==> src/rtl/uart_tx_periph_pkg.sv <==
// uart_tx_periph_pkg: register map, bit positions and FSM encodings (state PARITY only with UART_TX_PARITY_EN)
package uart_tx_periph_pkg;
  localparam logic [1:0] REG_TXDATA  = 2'd0;
  localparam logic [1:0] REG_STATUS  = 2'd1;
  localparam logic [1:0] REG_CTRL    = 2'd2;
  localparam logic [1:0] REG_DIVISOR = 2'd3;
  localparam int ST_FULL  = 0;
  localparam int ST_EMPTY = 1;
  localparam int ST_BUSY  = 2;
  localparam int ST_OVF   = 3;
  localparam int ST_CNT   = 4;
  localparam int CTRL_TX_EN  = 0;
  localparam int CTRL_INT_EN = 1;
`ifdef UART_TX_PARITY_EN
  typedef enum logic [2:0] {S_IDLE = 3'd0, S_START = 3'd1, S_DATA = 3'd2, S_PARITY = 3'd3, S_STOP = 3'd4} state_t;
`else
  typedef enum logic [2:0] {S_IDLE = 3'd0, S_START = 3'd1, S_DATA = 3'd2, S_STOP = 3'd4} state_t;
`endif
  function automatic logic [15:0] bit_reload(input logic [15:0] div);
    return (div == 16'd0) ? 16'd0 : div - 16'd1;
  endfunction
endpackage

==> src/rtl/uart_tx_periph_fifo.sv <==
// uart_tx_fifo: byte FIFO with push/pop, full/empty flags and occupancy count
module uart_tx_fifo #(
  parameter int DEPTH = 8
) (
  input  logic                     clk,
  input  logic                     rst,
  input  logic                     push,
  input  logic                     pop,
  input  logic [7:0]               din,
  output logic [7:0]               dout,
  output logic                     full,
  output logic                     empty,
  output logic [$clog2(DEPTH):0]   count
);
  localparam int AW = $clog2(DEPTH);
  logic [7:0] mem [DEPTH];
  logic [AW-1:0] rd_ptr, wr_ptr;
  logic do_push, do_pop;
  assign do_pop  = pop && !empty;
  assign do_push = push && (!full || do_pop);
  assign full    = count == (AW+1)'(DEPTH);
  assign empty   = count == '0;
  assign dout    = mem[rd_ptr];
  // storage array, no reset needed
  always_ff @(posedge clk)
    if (do_push) mem[wr_ptr] <= din;
  // pointers and count; a pop on a full FIFO frees the slot for a same-edge push
  always_ff @(posedge clk) begin
    if (!rst) begin
      rd_ptr <= '0;
      wr_ptr <= '0;
      count  <= '0;
    end else begin
      if (do_push) wr_ptr <= wr_ptr + 1'b1;
      if (do_pop) rd_ptr <= rd_ptr + 1'b1;
      count <= count + (AW+1)'(do_push) - (AW+1)'(do_pop);
    end
  end
endmodule

==> src/rtl/uart_tx_periph.sv <==
// uart_tx_periph: memory-mapped UART transmitter with FIFO and interrupt; UART_TX_PARITY_EN adds an even-parity bit
module uart_tx_periph
  import uart_tx_periph_pkg::*;
#(
  parameter int FIFO_DEPTH = 8,
  parameter int BAUD_DIV   = 434
) (
  input  logic        clk,
  input  logic        rst,
  input  logic        ce,
  input  logic        we,
  input  logic [31:0] addr,
  input  logic [3:0]  sel,
  input  logic [31:0] data_i,
  output logic [31:0] data_o,
  output logic        txd,
  output logic        int_o
);
  localparam int CW = $clog2(FIFO_DEPTH) + 1;
  state_t state;
  logic [15:0] divisor, bit_cnt;
  logic [2:0] bit_idx;
  logic [7:0] shreg, head;
  logic par, tx_en, int_en, overflow, full, empty, busy, wr, push, start;
  logic [1:0] rsel;
  logic [CW-1:0] count;
  logic [31:0] status;
  logic unused_bits;
  assign unused_bits = ^{addr[31:4], addr[1:0], data_i[31:16]};
  assign rsel   = addr[3:2];
  assign wr     = ce && we && (sel != 4'd0);
  assign push   = wr && rsel == REG_TXDATA;
  assign busy   = state != S_IDLE;
  assign start  = tx_en && !empty && (state == S_IDLE || (state == S_STOP && bit_cnt == 16'd0));
  assign status = {20'd0, 8'(count), overflow, busy, empty, full};
  assign int_o  = int_en && ((empty && !busy) || overflow);
  assign data_o = !(ce && !we) ? 32'd0 :
                  rsel == REG_STATUS  ? status :
                  rsel == REG_CTRL    ? {30'd0, int_en, tx_en} :
                  rsel == REG_DIVISOR ? {16'd0, divisor} : 32'd0;
  uart_tx_fifo #(.DEPTH(FIFO_DEPTH)) u_fifo (
    .clk   (clk),
    .rst   (rst),
    .push  (push),
    .pop   (start),
    .din   (data_i[7:0]),
    .dout  (head),
    .full  (full),
    .empty (empty),
    .count (count)
  );
  // control registers and sticky overflow (set has priority over W1C clear)
  always_ff @(posedge clk) begin
    if (!rst) begin
      tx_en    <= 1'b0;
      int_en   <= 1'b0;
      divisor  <= 16'(BAUD_DIV);
      overflow <= 1'b0;
    end else begin
      if (wr && rsel == REG_CTRL) begin
        tx_en  <= data_i[CTRL_TX_EN];
        int_en <= data_i[CTRL_INT_EN];
      end
      if (wr && rsel == REG_DIVISOR) divisor <= data_i[15:0];
      if (push && full && !start) overflow <= 1'b1;
      else if (wr && rsel == REG_STATUS && data_i[ST_OVF]) overflow <= 1'b0;
    end
  end
  // transmit FSM: bit timer reloads from the live divisor at every bit boundary
  always_ff @(posedge clk) begin
    if (!rst) begin
      state   <= S_IDLE;
      txd     <= 1'b1;
      bit_cnt <= 16'd0;
      bit_idx <= 3'd0;
      shreg   <= 8'd0;
      par     <= 1'b0;
    end else if (start) begin
      state   <= S_START;
      txd     <= 1'b0;
      bit_cnt <= bit_reload(divisor);
      bit_idx <= 3'd0;
      shreg   <= head;
      par     <= ^head;
    end else if (state != S_IDLE) begin
      if (bit_cnt != 16'd0) begin
        bit_cnt <= bit_cnt - 16'd1;
      end else begin
        bit_cnt <= bit_reload(divisor);
        case (state)
          S_START: begin
            state <= S_DATA;
            txd   <= shreg[0];
          end
          S_DATA: begin
            if (bit_idx == 3'd7) begin
`ifdef UART_TX_PARITY_EN
              state <= S_PARITY;
              txd   <= par;
`else
              state <= S_STOP;
              txd   <= 1'b1;
`endif
            end else begin
              bit_idx <= bit_idx + 3'd1;
              shreg   <= shreg >> 1;
              txd     <= shreg[1];
            end
          end
`ifdef UART_TX_PARITY_EN
          S_PARITY: begin
            state <= S_STOP;
            txd   <= 1'b1;
          end
`endif
          default: begin
            state <= S_IDLE;
            txd   <= 1'b1;
          end
        endcase
      end
    end
  end
endmodule
==> config.mk <==
export PLATFORM = sky130hd
export DESIGN_NAME = uart_tx_periph
export DESIGN_NICKNAME = d
export VERILOG_FILES = /design/src/rtl/uart_tx_periph_pkg.sv /design/src/rtl/uart_tx_periph_fifo.sv /design/src/rtl/uart_tx_periph.sv
export SDC_FILE = /design/constraint.sdc
export NUM_CORES = 1
export LEC_CHECK = 0
export CORE_UTILIZATION = 25
export DETAILED_ROUTE_END_ITERATION = 12
export PLACE_DENSITY = 0.46
export SYNTH_ARGS = -nofsm -noshare
export SYNTH_HDL_FRONTEND = slang
export SYNTH_HIERARCHICAL = 1
export SYNTH_SLANG_ARGS = --single-unit
==> constraint.sdc <==
create_clock -name clk -period 4.6 [get_ports clk]
set_input_delay 0.92 -clock clk [delete_from_list [all_inputs] [get_ports clk]]
set_output_delay 0.92 -clock clk [all_outputs]
set_load 0.005 [all_outputs]
==> run metrics <==
Gate Count Post-Synth 574; Initial DRC Count 310; RSZ-0062 raised after global routing no; worst hold endpoint txd$_SDFFE_PN1P_; DRC Markers 0; Max H-tree Level 4; Hold Crit Start txd$_SDFFE_PN1P_; critical path required time 3.68 ns; most frequent cells in the layout 64 x edfxtp_1, 63 x dfxtp_1, 48 x nor2_1; Top Ports 106; final setup fails 0; ANT nets after route 0; die footprint 0.0265 mm^2; via count 4,556; root buffer cell clkbuf_16; final hold viol count 0; CTS Hold Bufs 0; Max Slew Vio Count 0; Tightest Pin Transition 1.16 ns; Combinational Power Share 0.048; internal reg-to-reg setup slack 0.95 ns; Total GRT Usage 0.123; period utilisation layout 0.854; HPWL Detailed 10.8 mm; final core utilization 0.304; commonest non-fill, non-tap cell in the layout edfxtp_1; Vias/cell 4.76; WP data arrival 3.01 ns; reg-to-reg endpoint u_fifo/count[2]$_SDFF_PN0_; Die Span X 163 um; Ys Warns 6; fraction of power consumed by sequential logic 0.480; Buffers on Ports 43; ANT cells 0; share of the yosys chip area belonging to registers 0.492; Post-Syn Area per Cell 11.3 um^2; DIE HEIGHT 163 um; # Post-CTS Setup Buffers 0; first-pass GRT wire length 24.8 mm; Synth Flop Type edfxtp_1; R2R cell count 15; Hold Crit Depth 2; Cell Rows 58; PostCTS Resize Cnt 0; total CTS buffers 17; Async SR Flop Fraction 0; largest net degree at the start of global routing 40; vias in the first global route 4,499; switching share of power 0.232; Net Sw Power 0.583 mW; core box area 0.0253 mm^2; worst hold path class register to register; Rel. slew slack 0.224; fill count 2,580; Final min period 3.93 ns; Clk pin slew, worst setup/hold paths 0.05 ns; FMAX 0.254 GHz; Cell Area, Synth 0.00647 mm^2; Power Density 327 mW/mm^2; initial antenna violation count 0; CTS tree done; CP Class primary input to primary output; Max-Cap Viols 0; DRT Pass-1 Iters 5; Post-synth EDFFs 64; share of cells above drive strength 1 0.120; clock latency on the worst-skew pair 0.42 ns; Final nets 698; CP endpoint kind primary output; FF-to-FF Start u_fifo/count[2]$_SDFF_PN0_; GRT Residual Overflow 0; post-synth cell types 80; Clock Path Buffers 2; #FFs+latches synth 127; Initial Utilization 0.256; LEAKAGE 2.74 nW; final setup TNS 0 ns; Synth-to-Final Area Change 18.7%; clock share of power 0.472; CP startpoint kind primary input; wire per inst 16.2 um; outcome finished, final reports clean; Power Internal 1.93 mW; Max IR drop VDD 0.240 mV; final WL 15.5 mm; final worst clock skew 0.0136 ns; Sink Count 127; CP max FO 8; Final GP Congestion 0.839
## cells in the mapped netlist, drive strengths merged (2+ instances only)
library cell | number | area, um^2
a32oi | 4 | 35.0
nor4b | 3 | 26.3
nor4 | 8 | 92.6
or4 | 5 | 41.3
nand3 | 15 | 80.1
dfxtp | 63 | 1260
ha | 11 | 138
mux4 | 16 | 417
nand2b | 5 | 31.3
a211o | 2 | 18.8
or3b | 2 | 17.5
o311a | 2 | 20.0
or3 | 6 | 38.8
nor2b | 7 | 43.8
xnor2 | 4 | 35.0
nor2 | 52 | 224
inv | 15 | 56.3
o211ai | 3 | 22.5
o311ai | 3 | 26.3
a211oi | 3 | 27.5
clkbuf | 19 | 72.6
nand4 | 8 | 50.1
a31oi | 6 | 37.5
o21ai | 25 | 125
xor2 | 7 | 61.3
mux2 | 11 | 124
nor3b | 4 | 35.0
and2 | 13 | 81.3
o21a | 2 | 15.0
a21oi | 27 | 139
and3 | 2 | 12.5
nor3 | 29 | 156
a21boi | 2 | 15.0
a22oi | 2 | 15.0
edfxtp | 64 | 1920
buf | 31 | 238
nand2 | 35 | 134
mux2i | 38 | 380
## sequential cells by signal, summed over array words and instances, names as in the netlist, named ones only
register / count
bit_cnt: 16
bit_idx: 3
divisor: 16
int_en: 1
overflow: 1
shreg: 8
state: 3
tx_en: 1
txd: 1
u_fifo/count: 4
u_fifo/mem: 64
u_fifo/rd_ptr: 3
u_fifo/wr_ptr: 3
## cells by family after synthesis
family | synth area share
other | 0.000580
DFF | 0.492
AOI/OAI and AO/OA | 0.0928
and+or+nand+nor | 0.176
buffers and inverters | 0.0567
muxes | 0.142
xor gates and xnor gates | 0.0149
adders and majority gates | 0.0244
## power by group through the flow
| stage | logic [mW] | clock network [mW] | registers (mW) |
|---|---|---|---|
| after detailed placement | 0.121 | 0 | 1.23 |
| after floorplan | 0.0803 | 0 | 1.23 |
| after global routing | 0.134 | 1.28 | 1.21 |
| final | 0.120 | 1.18 | 1.21 |
| after global placement | 0.119 | 0 | 1.23 |
| after CTS | 0.122 | 1.21 | 1.21 |
## layout make-up
class,count,area (um^2),area share
Clock buffer,17,425,0.0554
Clock inverter,15,97.6,0.0127
Inverter,15,56.3,0.00733
Multi-Input combinational cell,397,2980,0.387
Sequential cell,127,3180,0.415
Tap cell,330,413,0.0538
Timing Repair Buffer,56,528,0.0688
## stage by stage
step	cell area, um^2	hold slack, ns	setup slack, ns	power, mW	std cells
after floorplan	6530	0.447	1.38	1.31	589
after global placement	7160	0.468	0.736	1.35	925
after detailed placement	7160	0.477	0.701	1.35	925
after CTS	7680	0.484	0.692	2.54	957
after global routing	7680	0.499	0.581	2.62	957
final	7680	0.472	0.670	2.51	957
## worst max-delay path, stage by stage
cell and delay [ns]:
clkdlybuf4s50_1 0.66, nand3b_1 0.29, nor2_1 0.42, and2_1 0.19, clkdlybuf4s50_1 0.53
## layer usage
layer / wire length, um / vias to the layer above / share of wire / global-route usage
li1: - / 2203 / - / -
met1: 7310 / 2242 / 0.47 / 0.158
met2: 7400 / 97 / 0.48 / 0.198
met3: 537 / 14 / 0.035 / 0.0247
met4: 234 / 0 / 0.015 / 0.0544
met5: 0 / - / 0 / 0
## worst max-delay path by stage
stage          depth (start not counted)  slack, ns                    endpoint                       start
4_1_cts                                5       0.69                   data_o[8]                     addr[2]
5_1_grt                                5       0.58                   data_o[8]                     addr[2]
3_3_place_gp                           5       0.74                   data_o[8]                     addr[2]
6_report                               5       0.67                   data_o[8]                     addr[2]
2_1_floorplan                         11       1.38  u_fifo/mem[0][0]$_DFFE_PP_  u_fifo/count[2]$_SDFF_PN0_
3_5_place_dp                           5       0.70                   data_o[8]                     addr[2]
No activity file was read; power rests on OpenSTA's default activity.
